===== config.mk =====
export PLATFORM = sky130hd
export DESIGN_NAME = solution_min_weight_flat
export DESIGN_NICKNAME = d
export VERILOG_FILES = /design/src/rtl/solution_min_weight_if.sv /design/src/rtl/solution_min_weight.sv /design/src/flat_wrapper.sv
export SDC_FILE = /design/constraint.sdc
export NUM_CORES = 1
export LEC_CHECK = 0
export ABC_AREA = 0
export CAP_MARGIN = 20
export CORE_MARGIN = 1
export CORE_UTILIZATION = 30
export DETAILED_ROUTE_END_ITERATION = 12
export SLEW_MARGIN = 20
export SYNTH_ARGS = -nofsm -noshare
export SYNTH_HDL_FRONTEND = slang
export SYNTH_SLANG_ARGS = --single-unit

===== constraint.sdc =====
create_clock -name clk -period 6.4 [get_ports clk]
set_clock_uncertainty 0.05 [all_clocks]
set_input_delay 1.28 -clock clk [delete_from_list [all_inputs] [get_ports clk]]
set_output_delay 1.28 -clock clk [all_outputs]
set_load 0.01 [all_outputs]

===== src/rtl/solution_min_weight_if.sv =====
// AXI-stream style beat bus between a stream producer and consumer.
// Latency: none, wires only. Backpressure: a beat moves when tvalid and tready are both high.
// Ports: tdata (DATA_W), tvalid and tlast (producer to consumer), tready (consumer to producer).
interface axi_stream_if #(
  parameter int DATA_W = 8
) ();
  logic [DATA_W-1:0] tdata;
  logic              tvalid;
  logic              tready;
  logic              tlast;

  modport master (output tdata, output tvalid, output tlast, input  tready);
  modport slave  (input  tdata, input  tvalid, input  tlast, output tready);
endinterface


===== src/rtl/solution_min_weight.sv =====
// Rebuilds solution vectors from stream beats and keeps the lowest-weight vector and the vector count.
// Latency: B accepted beats plus 1 EVAL cycle per vector. done rises 1 cycle after the final EVAL, or 1 cycle after an early tlast.
// Backpressure: tready is high only in RECV, so the sender holds its beat during EVAL, DONE and IDLE.
// Ports: clk and rst_n (synchronous, active low); start and vec_length begin a run.
//        solution_stream is the slave side of the beat stream.
//        busy, done, error, min_weight, min_vector and solution_count report the run.
module solution_min_weight #(
  parameter int MAX_VEC_LENGTH   = 16,
  parameter int AXI_DATA_WIDTH   = 8,
  parameter int MAX_VEC_LENGTH_W = $clog2(MAX_VEC_LENGTH + 1),
  parameter int COUNT_W          = 16
) (
  input  logic                        clk,
  input  logic                        rst_n,
  input  logic                        start,
  input  logic [MAX_VEC_LENGTH_W-1:0] vec_length,
  axi_stream_if.slave                 solution_stream,
  output logic                        busy,
  output logic                        done,
  output logic                        error,
  output logic [MAX_VEC_LENGTH_W-1:0] min_weight,
  output logic [MAX_VEC_LENGTH-1:0]   min_vector,
  output logic [COUNT_W-1:0]          solution_count
);

  localparam int W         = AXI_DATA_WIDTH;
  localparam int RAW_BEATS = (MAX_VEC_LENGTH + W - 1) / W;
  localparam int MAX_BEATS = (RAW_BEATS < 1) ? 1 : RAW_BEATS;
  localparam int BEAT_W    = $clog2(MAX_BEATS + 1);
  localparam int ASM_W     = MAX_BEATS * W;

  typedef enum logic [1:0] {S_IDLE, S_RECV, S_EVAL, S_DONE} state_t;

  state_t                      state_q;
  logic [MAX_VEC_LENGTH_W-1:0] vec_len_q;
  logic [BEAT_W-1:0]           nbeats_q;
  logic [BEAT_W-1:0]           beat_cnt_q;
  logic [ASM_W-1:0]            asm_q;
  logic                        last_q;
  logic                        error_q;
  logic [MAX_VEC_LENGTH_W-1:0] min_weight_q;
  logic [MAX_VEC_LENGTH-1:0]   min_vector_q;
  logic [COUNT_W-1:0]          count_q;

  logic [BEAT_W-1:0]           nbeats_d;
  logic [MAX_VEC_LENGTH-1:0]   vec_masked_d;
  logic [MAX_VEC_LENGTH_W-1:0] weight_d;
  logic                        last_beat;

  // Beats per vector for the incoming vec_length. A zero-length vector still occupies one beat.
  always_comb begin
    int b;
    b = (int'(vec_length) + W - 1) / W;
    if (b == 0) b = 1;
    nbeats_d = BEAT_W'(b);
  end

  // Padding bits above vec_len_q are cleared before they are counted or stored.
  always_comb begin
    vec_masked_d = '0;
    weight_d     = '0;
    for (int i = 0; i < MAX_VEC_LENGTH; i++) begin
      if (i < int'(vec_len_q)) vec_masked_d[i] = asm_q[i];
    end
    for (int i = 0; i < MAX_VEC_LENGTH; i++) begin
      weight_d = weight_d + MAX_VEC_LENGTH_W'(vec_masked_d[i]);
    end
  end

  assign last_beat = (beat_cnt_q == nbeats_q - BEAT_W'(1));

  always_ff @(posedge clk) begin
    if (!rst_n) begin
      state_q      <= S_IDLE;
      vec_len_q    <= '0;
      nbeats_q     <= '0;
      beat_cnt_q   <= '0;
      asm_q        <= '0;
      last_q       <= 1'b0;
      error_q      <= 1'b0;
      min_weight_q <= '1;
      min_vector_q <= '0;
      count_q      <= '0;
    end else begin
      case (state_q)
        S_IDLE: begin
          if (start) begin
            vec_len_q    <= vec_length;
            nbeats_q     <= nbeats_d;
            beat_cnt_q   <= '0;
            asm_q        <= '0;
            last_q       <= 1'b0;
            error_q      <= 1'b0;
            min_weight_q <= '1;
            min_vector_q <= '0;
            count_q      <= '0;
            state_q      <= S_RECV;
          end
        end
        S_RECV: begin
          if (solution_stream.tvalid) begin
            asm_q[int'(beat_cnt_q)*W +: W] <= solution_stream.tdata;
            last_q <= solution_stream.tlast;
            if (last_beat) begin
              beat_cnt_q <= '0;
              state_q    <= S_EVAL;
            end else if (solution_stream.tlast) begin
              // The stream ended inside a vector. The partial vector is never evaluated.
              error_q    <= 1'b1;
              beat_cnt_q <= '0;
              state_q    <= S_DONE;
            end else begin
              beat_cnt_q <= beat_cnt_q + BEAT_W'(1);
            end
          end
        end
        S_EVAL: begin
          if (count_q != '1) count_q <= count_q + COUNT_W'(1);
          // A strict compare means that on a tie the earlier vector stays.
          if (weight_d < min_weight_q) begin
            min_weight_q <= weight_d;
            min_vector_q <= vec_masked_d;
          end
          state_q <= last_q ? S_DONE : S_RECV;
        end
        S_DONE:  state_q <= S_IDLE;
        default: state_q <= S_IDLE;
      endcase
    end
  end

  assign solution_stream.tready = (state_q == S_RECV);
  assign busy           = (state_q != S_IDLE);
  assign done           = (state_q == S_DONE);
  assign error          = error_q;
  assign min_weight     = min_weight_q;
  assign min_vector     = min_vector_q;
  assign solution_count = count_q;

endmodule


===== src/flat_wrapper.sv =====
// flat-port wrapper written by rule: the top's interface ports become plain ports
module solution_min_weight_flat 
#(
  parameter int MAX_VEC_LENGTH   = 16,
  parameter int AXI_DATA_WIDTH   = 8,
  parameter int MAX_VEC_LENGTH_W = $clog2(MAX_VEC_LENGTH + 1),
  parameter int COUNT_W          = 16
)
  (clk, rst_n, start, vec_length, busy, done, error, min_weight, min_vector, solution_count, solution_stream_tdata, solution_stream_tvalid, solution_stream_tlast, solution_stream_tready);
  axi_stream_if #(.DATA_W((8))) solution_stream_i ();
  input  logic clk;
  input  logic rst_n;
  input  logic start;
  input  logic [MAX_VEC_LENGTH_W-1:0] vec_length;
  output logic busy;
  output logic done;
  output logic error;
  output logic [MAX_VEC_LENGTH_W-1:0] min_weight;
  output logic [MAX_VEC_LENGTH-1:0] min_vector;
  output logic [COUNT_W-1:0] solution_count;
  input wire logic [$bits(solution_stream_i.tdata)-1:0] solution_stream_tdata;
  input wire logic [$bits(solution_stream_i.tvalid)-1:0] solution_stream_tvalid;
  input wire logic [$bits(solution_stream_i.tlast)-1:0] solution_stream_tlast;
  output wire logic [$bits(solution_stream_i.tready)-1:0] solution_stream_tready;
  assign solution_stream_i.tdata = solution_stream_tdata;
  assign solution_stream_i.tvalid = solution_stream_tvalid;
  assign solution_stream_i.tlast = solution_stream_tlast;
  assign solution_stream_tready = solution_stream_i.tready;
  solution_min_weight #(.MAX_VEC_LENGTH(MAX_VEC_LENGTH), .AXI_DATA_WIDTH(AXI_DATA_WIDTH), .MAX_VEC_LENGTH_W(MAX_VEC_LENGTH_W), .COUNT_W(COUNT_W)) u_core (.clk(clk), .rst_n(rst_n), .start(start), .vec_length(vec_length), .solution_stream(solution_stream_i), .busy(busy), .done(done), .error(error), .min_weight(min_weight), .min_vector(min_vector), .solution_count(solution_count));
endmodule

# ---- Word-level counts from Yosys, hierarchy flattened
# Index checks and enable logic that the tools add are counted.
dict set report totals {
  register_bits 66
  inputBits 18
  out_inout_bits 41
  wordCells 122
}
dict set report op_classes {
  addsub 22
  order_cmp 17
  n_eq_ne 12
  shift 2
  muxes 46
  bitwise_logic 1
  reduce_logical 12
}
# cell n
set op_table {}
lappend op_table {{$pmux 16 s2} 3}
lappend op_table {{$add 5x1->5} 14}
lappend op_table {{$mux 16} 4}
lappend op_table {{$lt 4x5->1 const A} 8}
lappend op_table {{$neg 5->33} 1}
lappend op_table {{$shift 8x33->16 const A} 1}
lappend op_table {{$shiftx 8x33->16} 1}
lappend op_table {{$add 32x1->32} 1}
lappend op_table {{$logic_not 32->1} 1}
lappend op_table {{$sub 32x2->32 const B} 1}
lappend op_table {{$mux 1} 21}
lappend op_table {{$lt 3x5->1 const A} 4}
lappend op_table {{$mux 2} 10}
lappend op_table {{$add 16x1->16 const B} 1}
lappend op_table {{$bwmux 16} 1}
lappend op_table {{$ne 16x16->1 const B} 1}
lappend op_table {{$reduce_and 3->1} 4}
lappend op_table {{$lt 1x5->1 const A} 2}
lappend op_table {{$lt 2x5->1 const A} 2}
lappend op_table {{$mux 5} 2}
lappend op_table {{$pmux 5 s2} 1}
lappend op_table {{$ne 2x2->1 const B} 4}
lappend op_table {{$pmux 2 s4} 1}
lappend op_table {{$add 5x4->6 const B} 1}
lappend op_table {{other kinds (17)} 22}

# ---- Longest topological paths before layout
dict set report logic_depth {
  depth_word 20
  mapped_depth 25
  mapped_depth_nobuf 21
}

# ---- Worst setup path after synthesis
# OpenSTA, ideal clock, no wires.
dict set report synth_timing {
  path_kind {reg-to-reg}
  startpoint {register u_core.vec_len_q[4]}
  endpoint {register u_core.min_weight_q[0] (netlist: u_core.min_weight[0])}
  setup_ns 0.135
  arrival_ns 5.575
  t_required_ns 6.215
  slack_ns 0.640
  path_stages_with_launch 25
  path_buffers 4
  path_cell_list {dfxtp_1 > buf_2 > or2_1 > clkbuf_2 > or3_1 > and2_1 > ha_1 > fa_1 > inv_1 > fa_1 > fa_1 > fa_1 > inv_1 > fa_1 > inv_1 > fa_1 > nor2b_1 > o21a_1 > ha_1 > a211oi_2 > o21ai_1 > buf_2 > buf_2 > nor3_1 > o21ai_0}
}
dict set report synth_via {
  elab_chain_len 20
}
# element line
set synth_rtl {}
lappend synth_rtl {{from (decl)} solution_min_weight.sv:35} ;# logic [MAX_VEC_LENGTH_W-1:0] vec_len_q;
lappend synth_rtl {{from (signal assigned)} solution_min_weight.sv:88} ;# vec_len_q <= vec_length;
lappend synth_rtl {{$lt 1x5->1} solution_min_weight.sv:63} ;# if (i < int'(vec_len_q)) vec_masked_d[i] = asm_q[i];
lappend synth_rtl {{$mux 1} solution_min_weight.sv:63}
lappend synth_rtl {{$add 1x1->2} solution_min_weight.sv:66} ;# weight_d = weight_d + MAX_VEC_LENGTH_W'(vec_masked_d[i]);
lappend synth_rtl {{$add 5x1->5 (13 in series)} solution_min_weight.sv:66}
lappend synth_rtl {{$add 5x1->5 *} solution_min_weight.sv:66}
lappend synth_rtl {{$lt 5x5->1} solution_min_weight.sv:120} ;# if (weight_d < min_weight_q) begin
lappend synth_rtl {{$ne 2x1->1 (no line)} -}
lappend synth_rtl {{$reduce_and 3->1 (no line)} -}
lappend synth_rtl {{to (signal assigned)} solution_min_weight.sv:121} ;# min_weight_q <= weight_d;
lappend synth_rtl {{to (decl)} solution_min_weight.sv:41} ;# logic [MAX_VEC_LENGTH_W-1:0] min_weight_q;
# Every way passes the cells marked *; elsewhere a longest branch is shown, timed or not. The select of a mux whose other input is x is not followed.
# A chain may end at the register's enable or synchronous reset.

# ---- Worst setup path in the final report
dict set report layout_timing {
  startpoint {register u_core.vec_len_q[4]}
  endpoint {register u_core.min_vector_q[3] (netlist: u_core.min_vector[3])}
}
dict set report layout_via {
  elab_chain_len 20
}
# element line
set layout_rtl {}
lappend layout_rtl {{$lt 1x5->1} solution_min_weight.sv:63}
lappend layout_rtl {{$mux 1} solution_min_weight.sv:63}
lappend layout_rtl {{$add 1x1->2} solution_min_weight.sv:66}
lappend layout_rtl {{$add 5x1->5 (14 in series)} solution_min_weight.sv:66}
lappend layout_rtl {{$lt 5x5->1} solution_min_weight.sv:120}
lappend layout_rtl {{$ne 2x1->1 (no line)} -}
lappend layout_rtl {{$reduce_and 3->1 (no line)} -}
lappend layout_rtl {{to (signal assigned)} solution_min_weight.sv:122} ;# min_vector_q <= vec_masked_d;
lappend layout_rtl {{to (decl)} solution_min_weight.sv:42} ;# logic [MAX_VEC_LENGTH-1:0] min_vector_q;
# Parallel ways exist; a longest one is shown, timed or not. The select of a mux whose other input is x is not followed.

==> results by group <==
Outcome
  • Status: finished, final reports clean

Synth
  • Most numerous cell in the Yosys netlist: dfxtp_1
  • Mapped Area: 3840 µm²
  • Mapped Cells: 444
  • Syn Nets: 490
  • Register area share after synthesis: 34.4%
  • Top post-synthesis cells by area: dfxtp_1 (34%), ha_1 (5.9%), fa_1 (5.2%)
  • Share of the synthesized area in the top cell type: 34.4%
  • Post-synth EDFFs: 0
  • Syn avg cell area: 8.65 µm²
  • Yosys reg bits: 66
  • Post-synth cell types: 56
  • Ys flop type: dfxtp_1
  • YS warnings: 0
  • Synth top cells by count: dfxtp_1 (66), nand3_1 (34), nand2_1 (32)
  • Ys async rst share: 0%
  • Yosys top cell by area: dfxtp_1

Clocking
  • CTS Sinks: 66
  • Max Root-Sink Buffers: 2
  • CTS Buf Count: 9
  • CTS resizes: 0
  • # hold bufs at CTS: 0
  • Worst skew pair latency: 330 ps
  • CTS root buffer: clkbuf_16
  • Postcts setup bufs: 0
  • CTS tree: yes
  • Clock Pin Slew Worst Setup and Hold Paths: 60 ps
  • Number of H-tree levels: 3

Min path
  • Hold crit path type: reg -> reg
  • Worst hold start: u_core.min_vector[12]
  • Hold path depth: 2
  • Hold Path Sink: u_core.min_vector[12]

Power and ir drop
  • VDD IR max: 0.117 mV
  • Gate power share: 9.6%
  • Part of the power in registers: 42.2%
  • Sw frac: 24.5%
  • Internal power: 770 µW
  • PwrDens: 211 nW/µm²
  • Clock share of power: 48.2%
  • Psw: 250 µW
  • Final Power: 1.02 mW
  • P_leak: 1.84 nW

GRT
  • Total global routing overflow: 0
  • Overall global routing resource usage: 15.1%
  • First-pass GRT wire length: 15400 µm
  • Initial antenna violation count: 0
  • Largest net degree at the start of global routing: 55
  • Number of global-route vias before repair: 3104

Critical path
  • Critical path data required time: 6600 ps
  • Worst path slowest cell: fa_1
  • Top Family by Delay on Critical Path: adder cells
  • R2R Setup Slk: 380 ps
  • Slowest stage delay, CP: 570 ps
  • Worst reg2reg startpoint: u_core.vec_len_q[4]
  • CP Data Arrival Time: 6220 ps
  • CP dominant cell by count: fa_1
  • Crit. End Element: register
  • Buf+Inv Stages, Crit Path: 3
  • Cells on worst reg2reg path: 20
  • Crit Path Category: reg -> reg
  • RR Endpoint: u_core.min_vector[3]
  • Worst Path Max Fanout: 11
  • Worst setup SP type: register
  • CP cell instances: or2_1 > or3_1 > o21a_1 > ha_1 > fa_1 > inv_1 > fa_1 > fa_1 > fa_1 > inv_1 > fa_1 > inv_1 > fa_1 > nor2b_1 > o21a_1 > ha_1 > a211oi_2 > o21a_1 > nand3_1 > a21boi_0

Route
  • Via count: 3253
  • WL per Instance: 14.1 µm
  • Final WL: 9340 µm
  • DRC violations left: 0
  • DR iter-0 viols: 230
  • Post-route ant nets: 0
  • Via/cell ratio: 4.91
  • Pre-antenna DRT Iters: 4

Timing
  • Tcrit/Tclk final: 94.1%
  • Pins Over Slew Limit: 0
  • WHS: 422 ps
  • Worst slew margin: 36.6%
  • RSZ-0062 raised after global routing: false
  • Final hold vios: 0
  • Fmax: 166 MHz
  • Pin slew with the least headroom to its limit: 951 ps
  • Tmin final: 6020 ps
  • Setup TNS: 0 ps
  • # setup viols final: 0

Placed design
  • Port bufs: 58
  • DP HPWL: 6940 µm
  • Post-placement cell area: 4530 µm²
  • Final Wtd Congestion: 0.841

Floorplanning
  • # IOs: 59
  • Die area: 13300 µm²
  • Die Span Y: 115 µm
  • Die W: 115 µm
  • Core Rows: 40
  • Initial core utilization: 31.3%
  • Core area: 12300 µm²

Final layout
  • Area delta synth->final: 25.7%
  • Layout cells sized above 1: 7.49%
  • Finished Core Util: 39.4%
  • Fill cell count: 1236
  • Nets@finish: 535
  • Antenna diodes: 0
  • Final instance area: 4830 µm²

Job
  • Max-cap violation count: 0
[cells in the final DEF, fill, tap and decap left out, types with 3 or more instances in the layout]
master,Yosys,layout
buf_4,2,3
clkinv_2,0,3
nor2b_1,11,11
xnor2_1,5,5
o21ai_0,18,18
nor3_1,13,13
and2_1,3,3
nor2_1,27,27
and4_2,4,4
a22oi_1,7,7
xor2_1,12,12
a21o_1,3,3
a21oi_1,8,8
dfxtp_1,66,66
nand3_1,34,34
o211ai_1,6,6
a21boi_1,19,19
inv_1,27,27
fa_1,10,10
clkdlybuf4s50_1,0,58
a21boi_0,13,13
ha_1,18,18
nand2_1,32,32
or3_1,10,10
and3_1,7,7
o21a_1,12,12
clkbuf_16,0,9
nand2b_1,14,14
o2111ai_1,4,4
[layer usage]
| layer | part of all wire [%] | track usage, % | routed length [µm] | vias up |
|---|---|---|---|---|
| met5 | 0 | 0 | 0 | - |
| met4 | 1.8 | 6.75 | 167 | 0 |
| met3 | 4.1 | 2.48 | 380 | 12 |
| met2 | 46 | 23.9 | 4290 | 73 |
| met1 | 48 | 20.1 | 4500 | 1526 |
| li1 | - | - | - | 1642 |
[worst max-delay path by stage]
stage,endpoint,startpoint,cells after the start,slack (ps)
after CTS,u_core.min_vector[3],u_core.vec_len_q[4],20,410
final,u_core.min_vector[3],u_core.vec_len_q[4],20,380
after detailed placement,u_core.min_vector[3],u_core.vec_len_q[4],20,420
after floorplan,u_core.min_weight[0],u_core.vec_len_q[4],24,640
after global placement,u_core.min_vector[7],u_core.vec_len_q[4],21,590
after global routing,u_core.min_vector[3],u_core.vec_len_q[4],20,60
[stage by stage]
| stage | cells | worst slack (ps) |
|---|---|---|
| 2_1_floorplan | 444 | 640 |
| 3_3_place_gp | 646 | 595 |
| 3_5_place_dp | 646 | 423 |
| 4_1_cts | 662 | 410 |
| 5_1_grt | 662 | 58.9 |
| 6_report | 662 | 377 |
[sequential cells by signal, indices dropped and copies added (netlist names), 2 cells and up]
signal                 count
u_core.asm_q              16
u_core.beat_cnt_q          2
u_core.min_vector         16
u_core.min_weight          5
u_core.nbeats_q            2
u_core.solution_count     16
u_core.state_q             2
u_core.vec_len_q           5
[power by group through the flow]
stage | logic (mW) | clock network (mW) | registers, mW
finish | 0.0982 | 0.491 | 0.430
global placement | 0.0974 | 0 | 0.439
detailed placement | 0.0990 | 0 | 0.439
global route | 0.109 | 0.520 | 0.432
CTS | 0.0990 | 0.499 | 0.430
floorplan | 0.0716 | 0 | 0.432
[worst reg2reg max path, stage by stage (launching register included)]
cell,delay [ps]
dfxtp_1,370
or2_1,330
or3_1,340
o21a_1,200
ha_1,290
fa_1,480
inv_1,50
fa_1,570
fa_1,440
fa_1,480
inv_1,50
fa_1,380
inv_1,80
fa_1,200
nor2b_1,60
o21a_1,190
ha_1,310
a211oi_2,290
o21a_1,420
nand3_1,140
a21boi_0,210
[final cells by class]
type | instances | area (µm²) | area share, %
multi-input cells | 323 | 2290 | 47.5
inverters | 28 | 105 | 2.18
flip-flops and latches | 66 | 1320 | 27.4
well taps | 168 | 210 | 4.35
clock inverters | 5 | 53.8 | 1.11
repair buffers | 61 | 603 | 12.5
clock buffers | 11 | 243 | 5.03
[logic make-up (layout without fill, tap and decap cells)]
logic type	count (synthesis)	after routing	synth area share (%)
AO/OA/AOI/OAI	101	101	18.7
XOR/XNOR	17	17	3.87
adder cells (fa/ha/maj)	28	28	11.1
buffers and inverters	55	105	6.02
flip-flops	66	66	34.4
multiplexers	2	2	0.521
AND/OR/NAND/NOR	175	175	25.4
Note: power is estimated with default switching activity, not from simulation.
==> RTL edit 1, RTL diff (same settings) <==
Re-encode `state_t` (4 states) as Gray code, 2 bits wide.
--- a/src/rtl/solution_min_weight.sv
+++ b/src/rtl/solution_min_weight.sv
@@ -29,7 +29,7 @@
   localparam int BEAT_W    = $clog2(MAX_BEATS + 1);
   localparam int ASM_W     = MAX_BEATS * W;
 
-  typedef enum logic [1:0] {S_IDLE, S_RECV, S_EVAL, S_DONE} state_t;
+  typedef enum logic [1:0] {S_IDLE = 2'b00, S_RECV = 2'b01, S_EVAL = 2'b11, S_DONE = 2'b10} state_t;
 
   state_t                      state_q;
   logic [MAX_VEC_LENGTH_W-1:0] vec_len_q;
Check against the original RTL: same outputs for any inputs over 4 cycles, from zero or initial values and one cycle with rst_n low; so few cycles prove little.
==> RTL edit 1 against the original RTL <==
Area after synthesis down 3.9%. First-iteration DRC count down 6.1%. Cell area down 2.7%. Power up 1.5%. Sequential cell count unchanged. Routed wire length down 4.6%. Die area down 3.8%. Worst setup slack better by 0.068 ns. Count of clock-buffer cells in the layout unchanged. Largest power group unchanged.
==> RTL edit 1: results (changes against the original RTL) <==
* Status: completed
* Fill cells at 1247 (+0.89%)
* Internal power at 0.7833 mW (+1.8%)
* Layout Nets at 535 (unchanged)
* Top post-synthesis cells by count: dfxtp_1, nand2_1, nand3_1, a21boi_0
* Distinct cells, synth at 51 (-8.9%)
* Worst reg2reg path startpoint: u_core.vec_len_q[4]
* Syn Nets at 486 (-0.82%)
* Worst Path Max Fanout at 22 (+11)
* Final HPWL DP at 6704 um (-3.4%)
* Post-synth EDFFs at 0 (unchanged)
* RD Place Congestion at 0.8216 (-2.3%)
* Clock-pin transition on the worst setup and hold timing paths at 0.06 ns (about the same)
* Top cells by area, synth: dfxtp_1, a21boi_0, nand3_1, ha_1, fa_1
* Pin count of the biggest net entering global routing at 56 (+1.8%)
* Vias in the first global route at 3062 (-1.4%)
* Share of cells above drive strength 1 at 5.859% (-1.6 points)
* Setup slack, reg-to-reg at 0.45 ns (+0.07 ns)
* DRT Wirelength at 8904 um (-4.6%)
* Ant diodes at 0 (unchanged)
* Worst r2r dst: u_core.min_vector[11]
* Combinational power share at 10.0% (+0.4 points)
* Crit-path leading delay family: adder cells
* Slew headroom at 34.89% (-1.7 points)
* GRT Util Overall at 14.82% (-0.24 points)
* Maximum VDD drop at 0.1294 mV (+11%)
* Seq/Total Area, Yosys at 35.77% (+1.4 points)
* P_clk at 0.500 mW (+2%)
* Worst min-delay path class: flip-flop to flip-flop
* Number of port buffers at 58 (unchanged)
* Vias/cell at 5.045 (+2.7%)
* Worst EP arrival at 6.16 ns (-0.06 ns)
* Routed WL per cell at 13.87 um (-1.7%)
* Syn Area/Cell at 8.375 um2 (-3.2%)
* Cells after DPL at 626 (-3.1%)
* Clk pwr share at 48.3% (about the same)
* First-pass GRT wire length at 15000 um (-2.3%)
* DR iter-0 viols at 216 (-6.1%)
* LEAKAGE at 1.726 nW (-6.4%)
-- RTL edit 1: logic make-up (layout without fill, tap and decap cells) --
kind of cell	after synthesis	count (layout)	share of synthesized area [%]
xor+xnor	14	14	3.320
fa+ha+maj	27	27	11.18
compound gates	94	94	17.68
buf+inv	47	101	5.081
simple gates	188	188	25.58
flops	66	66	35.77
mux	5	5	1.389
-- RTL edit 1: how the worst min path moves through the flow --
stage / endpoint / slack (ns) / startpoint / cells past startpoint
6_report: u_core.min_vector[14] / 0.42 / u_core.min_vector[14] / 2
5_1_grt: u_core.asm_q[7] / 0.44 / u_core.asm_q[7] / 2
4_1_cts: u_core.asm_q[13] / 0.42 / u_core.asm_q[13] / 2
3_5_place_dp: u_core.error / 0.41 / u_core.error / 2
3_3_place_gp: u_core.min_vector[14] / 0.41 / u_core.min_vector[14] / 2
2_1_floorplan: u_core.asm_q[12] / 0.39 / u_core.asm_q[12] / 2
-- RTL edit 1: final cells by class --
type	count	share of cell area, %
clock buffer	11	5.381
clock inverter	5	1.119
inverter	24	1.918
multi-input combinational	328	46.70
sequential	66	28.13
tap	147	3.916
timing repair buffer	61	12.84
-- RTL edit 1: layer usage --
layer	GRT usage (%)	share of wire [%]	up-vias
met5	0	0	-
met4	5.702	1.3	0
met3	3.053	3.9	7
met2	23.99	46	71
met1	19.44	49	1518
li1	-	-	1643
-- RTL edit 1: per-stage QoR --
step	hold WS (ns)	util (%)	setup slack (ns)	cell area, um2
after global placement	0.4086	36.49	0.6521	4383
after floorplan	0.3875	-	0.9635	3694
after global routing	0.4373	39.10	-0.008428	4697
after CTS	0.4236	39.03	0.3785	4688
after detailed placement	0.4146	36.49	0.3908	4383
final	0.4183	39.10	0.4451	4697
==> RTL edit 2, RTL diff (same flow settings) <==
Made on the original files. `COUNT_W` is set to 16 in 2 places; all go to 18.
--- a/src/rtl/solution_min_weight.sv
+++ b/src/rtl/solution_min_weight.sv
@@ -8,7 +8,7 @@
   parameter int MAX_VEC_LENGTH   = 16,
   parameter int AXI_DATA_WIDTH   = 8,
   parameter int MAX_VEC_LENGTH_W = $clog2(MAX_VEC_LENGTH + 1),
-  parameter int COUNT_W          = 16
+  parameter int COUNT_W          = 18
 ) (
   input  logic                        clk,
   input  logic                        rst_n,
--- a/src/flat_wrapper.sv
+++ b/src/flat_wrapper.sv
@@ -4,7 +4,7 @@
   parameter int MAX_VEC_LENGTH   = 16,
   parameter int AXI_DATA_WIDTH   = 8,
   parameter int MAX_VEC_LENGTH_W = $clog2(MAX_VEC_LENGTH + 1),
-  parameter int COUNT_W          = 16
+  parameter int COUNT_W          = 18
 )
   (clk, rst_n, start, vec_length, busy, done, error, min_weight, min_vector, solution_count, solution_stream_tdata, solution_stream_tvalid, solution_stream_tlast, solution_stream_tready);
   axi_stream_if #(.DATA_W((8))) solution_stream_i ();
Interface: changed (resized solution_count); port bits go from 59 to 61. No check against the original RTL was run, so the function may have changed too.
==> RTL edit 2 against the original RTL <==
Via count up 1.7%. Area after synthesis is 1.4% higher. Cell count increased by 2.4%. Power rose by 2.3%. Cell area rose by 1.7%. Routed wire length rose by 4.3%. Utilization fell by 0.48 points. Sequential cell count up 2. Worst setup slack gained 0.025 ns. Non-clock buffer count rose by 2. Largest cell class unchanged. Critical path type unchanged.
==> RTL edit 2: results (changes against the original RTL) <==
* Slew headroom at 33.56% (-3.0 points)
* Worst Setup EP: u_core.min_vector[7]
* Clkbuf count at 10 (-1)
* Worst hold slack at 0.4011 ns (-0.02101 ns)
* Adder-cell share of the synthesized area at 10.60% (-0.47 points)
* Synth Area in XOR/XNOR at 4.721% (+0.85 points)
* Top post-synthesis cells by count: dfxtp_1, nand2_1, nand3_1, nor2_1, inv_1
* Worst Path Max Fanout at 17 (+6)
* Syn Nets at 497 (+1.4%)
* Vias after detailed routing at 3308 (+1.7%)
* LEAKAGE at 1.780 nW (-3.5%)
* P_seq at 0.442 mW (+3%)
* Placed cell areas at 4607 um2 (+1.6%)
* Seq/Total Area, Yosys at 34.94% (+0.55 points)
* First-pass GRT wire length at 15980 um (+4.0%)
* Final clock-cell share at 6.167% (+0.027 points)
* Layout Nets at 546 (+2.1%)
* WHS Endpoint: u_core.asm_q[8]
* Worst EP arrival at 6.21 ns (about the same)
* Met3 Wirelength at 476 um (+25%)
* Distinct cells, synth at 48 (-14%)
* Comb_multi_in at 333 (+3.1%)
* Status: completed
* Top cells by area, synth: dfxtp_1, nand3_1, ha_1, fa_1, xnor2_1
* Cells after DPL at 662 (+2.5%)
* DR pass1 iterations at 5 (+1)
* Fill cells at 1324 (+7.1%)
* Synth Area in Compound Gates at 16.67% (-2.1 points)
* Final HPWL DP at 7022 um (+1.2%)
* DRT Wirelength at 9741 um (+4.3%)
* Reg power frac at 42.4% (+0.2 points)
* Area occupied by multi-input gates at 2310 um2 (+0.71%)
* Routed wl met2 at 4493 um (+4.9%)
* HP Start: u_core.asm_q[8]
* Number of port buffers at 60 (+3.4%)
* Met1 Resource Use GR at 19.84% (-0.25 points)
* Wl on met1 at 4620 um (+2.6%)
* Final non-clock buffer share at 12.69% (+0.20 points)
* DR iter-0 viols at 270 (+17%)
* Seq/total area at 27.73% (+0.37 points)
* Maximum VDD drop at 0.1528 mV (+31%)
* Internal power at 0.7823 mW (+1.7%)
* Worst r2r dst: u_core.min_vector[7]
* Period minus WS final at 5.998 ns (-0.02524 ns)
* GR Util met2 at 24.88% (+0.99 points)
* Seq_cells at 68 (+3.0%)
-- RTL edit 2: cell types whose count changed after synthesis, moves of 6 or more --
cell / before / now
nand2_1: 32 / 43
buf_2: 12 / 6
xor2_1: 12 / 0
a21boi_0: 13 / 19
xnor2_1: 5 / 21
o211ai_1: 6 / 0
a22oi_1: 7 / 0
nor2b_1: 11 / 1
nand3_1: 34 / 43
-- RTL edit 2: critical path: cells and delay by family (launching register included) --
family                   cells  cell delay (ns)
AND/OR/NAND/NOR              2             0.77
flip-flops                   1             0.39
buffers and inverters        4             0.39
adder cells (fa/ha/maj)      8             3.13
XOR/XNOR                     1             0.22
AO/OA/AOI/OAI                5             0.96
-- RTL edit 2: logic make-up (layout without fill, tap and decap cells) --
group | after synthesis | after routing
simple gates | 189 | 189
compound gates | 91 | 91
flops | 68 | 68
buf+inv | 51 | 105
fa+ha+maj | 27 | 27
xor+xnor | 21 | 21
mux | 5 | 5
